<file path="config.mk">
export PLATFORM = sky130hd
export DESIGN_NAME = word_scan_ctrl
export DESIGN_NICKNAME = d
export VERILOG_FILES = /design/src/rtl/word_scan_pkg.sv /design/src/rtl/seq_det_1010.sv /design/src/rtl/word_scan_ctrl.sv
export SDC_FILE = /design/constraint.sdc
export NUM_CORES = 1
export LEC_CHECK = 0
export ABC_AREA = 1
export CAP_MARGIN = 20
export CORE_ASPECT_RATIO = 0.6
export CORE_UTILIZATION = 53
export CTS_BUF_LIST = sky130_fd_sc_hd__clkbuf_8
export CTS_CLUSTER_DIAMETER = 120
export CTS_CLUSTER_SIZE = 20
export DETAILED_ROUTE_END_ITERATION = 7
export GPL_ROUTABILITY_DRIVEN = 0
export PLACE_DENSITY = 0.82
export SETUP_SLACK_MARGIN = 0.15
export SLEW_MARGIN = 10
export SYNTH_ARGS = -nofsm -noshare
export SYNTH_HDL_FRONTEND = slang
export SYNTH_SLANG_ARGS = --single-unit
</file>
<file path="constraint.sdc">
create_clock -name clk -period 1.65 [get_ports clk]
set_input_delay 0.2475 -clock clk [delete_from_list [all_inputs] [get_ports clk]]
set_output_delay 0.2475 -clock clk [all_outputs]
set_load 0.05 [all_outputs]
</file>
<file path="src/rtl/word_scan_pkg.sv">
// word_scan_pkg: controller state type and "1010" detector state encodings shared by word_scan_ctrl and seq_det_1010
package word_scan_pkg;
  typedef enum logic [1:0] {IDLE, SHIFT, DONE} ctrl_state_e;
  localparam logic [1:0] S0 = 2'b00;
  localparam logic [1:0] S1 = 2'b01;
  localparam logic [1:0] S2 = 2'b10;
  localparam logic [1:0] S3 = 2'b11;
endpackage

</file>
<file path="src/rtl/seq_det_1010.sv">
// seq_det_1010: overlapping "1010" Mealy detector
//   clk, rst (async active-low) | en: advance on bit_in | clr: force S0, wins over en
//   bit_in: serial input | hit: Mealy output (last three bits were "101" and bit_in is 0)
module seq_det_1010
  import word_scan_pkg::*;
(
  input  logic clk,
  input  logic rst,
  input  logic en,
  input  logic clr,
  input  logic bit_in,
  output logic hit
);
  logic [1:0] state_q, state_d, nxt;
  always_comb begin
    nxt = bit_in ? ((state_q == S2) ? S3 : S1) : ((state_q == S1 || state_q == S3) ? S2 : S0);
    state_d = clr ? S0 : (en ? nxt : state_q);
    hit = (state_q == S3) && !bit_in;
  end
  always_ff @(posedge clk or negedge rst)
    if (!rst) state_q <= S0;
    else state_q <= state_d;
endmodule

</file>
<file path="src/rtl/word_scan_ctrl.sv">
// word_scan_ctrl: shifts a parallel word MSB-first through a "1010" detector and reports hit count / first hit position
//   clk, rst (async active-low) | start, din, cont: scan request, word, keep-detector-state flag
//   busy: bits being shifted | done: one-cycle result strobe | match_cnt, first_pos: results of the last word
//   bit_out: serial bit presented to the detector | hit: detector output, only while busy
module word_scan_ctrl
  import word_scan_pkg::*;
#(
  parameter int WIDTH = 8,
  localparam int CW = $clog2(WIDTH + 1)
) (
  input  logic             clk,
  input  logic             rst,
  input  logic             start,
  input  logic [WIDTH-1:0] din,
  input  logic             cont,
  output logic             busy,
  output logic             done,
  output logic [CW-1:0]    match_cnt,
  output logic [CW-1:0]    first_pos,
  output logic             bit_out,
  output logic             hit
);
  ctrl_state_e      state_q, state_d;
  logic [WIDTH-1:0] sr_q, sr_d;
  logic [CW-1:0]    idx_q, idx_d, cnt_q, cnt_d, pos_q, pos_d;
  logic             accept, det_hit;
  seq_det_1010 u_det (
    .clk    (clk),
    .rst    (rst),
    .en     (busy),
    .clr    (accept && !cont),
    .bit_in (bit_out),
    .hit    (det_hit)
  );
  // the register is fully shifted out by the end of a scan, so its MSB is 0 whenever not shifting
  assign bit_out   = sr_q[WIDTH-1];
  assign busy      = (state_q == SHIFT);
  assign done      = (state_q == DONE);
  assign hit       = busy && det_hit;
  assign match_cnt = cnt_q;
  assign first_pos = pos_q;
  assign accept    = start && (state_q != SHIFT);
  always_comb begin
    state_d = state_q;
    sr_d    = sr_q;
    idx_d   = idx_q;
    cnt_d   = cnt_q;
    pos_d   = pos_q;
    if (busy) begin
      sr_d  = sr_q << 1;
      idx_d = idx_q + CW'(1);
      if (hit) begin
        cnt_d = cnt_q + CW'(1);
        pos_d = (pos_q == '0) ? idx_q + CW'(1) : pos_q;
      end
      if (idx_q == CW'(WIDTH - 1)) state_d = DONE;
    end else if (accept) begin
      state_d = SHIFT;
      sr_d    = din;
      idx_d   = '0;
      cnt_d   = '0;
      pos_d   = '0;
    end else if (done) begin
      state_d = IDLE;
    end
  end
  always_ff @(posedge clk or negedge rst)
    if (!rst) begin
      state_q <= IDLE;
      sr_q    <= '0;
      idx_q   <= '0;
      cnt_q   <= '0;
      pos_q   <= '0;
    end else begin
      state_q <= state_d;
      sr_q    <= sr_d;
      idx_q   <= idx_d;
      cnt_q   <= cnt_d;
      pos_q   <= pos_d;
    end
endmodule
</file>
==> metrics.md <==
| Metric | Value |
|---|---|
| Status | finished, final reports clean |
| Layout cells sized above 1 | 0.2418 |
| Fin crit share | 0.8987 |
| DRT Pass-1 Iters | 4 |
| Initial DRC count | 82 |
| CP endpoint kind | output pin |
| Max-cap check violation count | 0 |
| Cell area after synthesis | 1241 um^2 |
| Max_slew headroom | 0.7947 |
| Post-place setup slack | 0.1334 ns |
| Critical Path Source Type | register |
| Pin count of the biggest net entering global routing | 25 |
| Post-route ant nets | 0 |
| Starting Density | 0.5695 |
| Synth cell types | 23 |
| Total Wirelength | 3063 um |
| Sink Count | 24 |
| Pwr/cell area | 1496 nW/um^2 |
| Sequential Area | 601.8 um^2 |
| Initial antenna violation count | 0 |
| Yosys warning count | 0 |
| Ports | 24 |
| Overall routing resource usage | 0.2572 |
| HP Class | in -> async |
| F_max | 674.4 MHz |
| Data required, critical path | 1.40 ns |
| Crit-path cells | ha_4 > buf_4 > buf_12 |
| CORE AREA | 2180 um^2 |
| Synth-to-layout area growth | 36.09% |
| Post-DP HPWL | 1970 um |
| Clock Tree Root | clkbuf_8 |
| Vias | 1131 |
| Sum Neg Setup Slack | 0 ns |
| Clock Skews | 0.005603 ns |
| # rows | 13 |
| Synthesized net count | 162 |
| DR DRC count | 0 |
| Hold-fix buffers at CTS | 0 |
| Bufs and invs on worst path | 2 |
| Seq/Total Area, Yosys | 0.4839 |
| Gr ovfl total | 0 |
| Slew Limit Fails | 0 |
| Filler Cells Inserted | 155 |
| Clock Tree Buf Depth | 2 |
| LEAKAGE | 0.0008475 uW |
| Post-Syn Instances | 145 |
| Family with the most delay on the worst path | flip-flops |
| Highest cell delay on the worst timing path | 0.45 ns |
| Avg WL per Cell | 14.45 um |
| Total CTS buffers | 3 |
| CP max-delay cell | dfrtp_2 |
| Reg clk slew, reported paths | 0.09 ns |
| Multi-input logic area | 569.3 um^2 |
| Die X | 64.48 um |
| Final setup fails | 0 |
| Chip height | 39.49 um |
| Fin crit period | 1.483 ns |
| Clock Latency Late Sink | 0.27 ns |
| # nets final | 200 |
| DP Area | 1529 um^2 |
| Final hold viol count | 0 |
| Worst hold slack | 0.3259 ns |
| CP Max Fanout | 5 |
| Setup CP Type | reg -> out |
| Vias/cell | 5.335 |
| Worst Tran Pin Value | 0.3079 ns |
| Most frequent cells in the layout | 45 x nand2_1, 23 x dfrtp_1, 21 x buf_4 |
| Crit path DAT | 1.24 ns |
| First-pass GRT wire length | 4588 um |
| CTS H-Tree Depth | 1 |
| PortBufs | 23 |
| Fin area | 1689 um^2 |
| Vias in the first global route | 1000 |
| Unrepaired setup endpoints after global routing | true |
| Most common library cell in the layout ignoring fill and taps | nand2_1 |
| Synthesized area per cell | 8.560 um^2 |
| Peak supply drop | 1.226 mV |
| CTS tree | built |
| Worst setup margin | 0.1672 ns |
| Die area | 2546 um^2 |
| Synth Register Bits | 24 |
| Antenna Cells | 0 |
==> cell families after synthesis <==
logic type,after synthesis,synth area share
flip-flops,24,0.4839
AND/OR/NAND/NOR,72,0.2843
buffers and inverters,23,0.07863
AO/OA/AOI/OAI,21,0.1028
adder cells (fa/ha/maj),5,0.05040
==> cell type report <==
cell class	instances	share of cell area
clock buffers	3	0.02444
flip-flops and latches	24	0.3563
inverters	21	0.04815
well taps	30	0.02222
clock inverters	1	0.01778
multi-input cells	98	0.3370
repair buffers	35	0.1941
==> routing by layer <==
layer,vias to the layer above,GRT usage,routed length (um)
li1,538,-,-
met1,534,0.3327,1311
met2,51,0.4211,1468
met3,8,0.06395,234
met4,0,0.1056,48
met5,-,0,0
==> cell usage after synthesis, drive strengths merged <==
library cell	number	area, um^2
a21oi	2	10.01
a22o	1	8.760
buf	2	16.26
dfrtp	24	600.6
ha	5	62.56
inv	21	81.33
nand2	49	203.9
nand3	11	55.05
nand3b	1	7.510
nand4	2	12.51
nor2	9	73.82
o211ai	2	15.01
o21ai	14	81.33
o22ai	2	12.51
==> worst paths after layout <==
path	from	end	slack (ns)	cells past startpoint
worst max-delay path	state_q[0]$_DFFE_PN0P_	busy	0.17	3
worst max register to register	state_q[1]$_DFFE_PN0P_	idx_q[1]$_DFFE_PN0P_	0.24	6
min in group clk	sr_q[1]$_DFFE_PN0P_	sr_q[2]$_DFFE_PN0P_	0.50	2
worst min-delay path	rst	sr_q[4]$_DFFE_PN0P_	0.33	2
worst min register to register	sr_q[1]$_DFFE_PN0P_	sr_q[2]$_DFFE_PN0P_	0.50	2
max in group asynchronous	rst	state_q[0]$_DFFE_PN0P_	1.06	2
==> power by group <==
group / internal [uW] / leakage (uW) / switching, uW
combinational: 435 / 0.000495 / 674
clock: 325 / 0.0000357 / 194
sequential: 750 / 0.000316 / 149
total: 1510 / 0.000847 / 1020
==> through the flow <==
step / total power [uW] / cells / utilization
2_1_floorplan: 1593 / 145 / -
3_3_place_gp: 1828 / 197 / 0.7015
3_5_place_dp: 1870 / 197 / 0.7015
4_1_cts: 2444 / 206 / 0.7520
5_1_grt: 2653 / 212 / 0.7750
6_report: 2527 / 212 / 0.7750
==> sequential cells by signal, indices dropped and copies added, names as in the netlist <==
signal         count
first_pos          4
idx_q              4
match_cnt          4
sr_q               8
state_q            2
u_det.state_q      2
==> timing repair <==
| item | CTS | global route |
|---|---|---|
| pin swaps | 1 | 3 |
| setup endpoints to repair | 2 | 7 |
| buffers inserted | 5 | 6 |
| gates resized for setup | 1 | 1 |
Note: power is estimated with default switching activity, not from simulation.
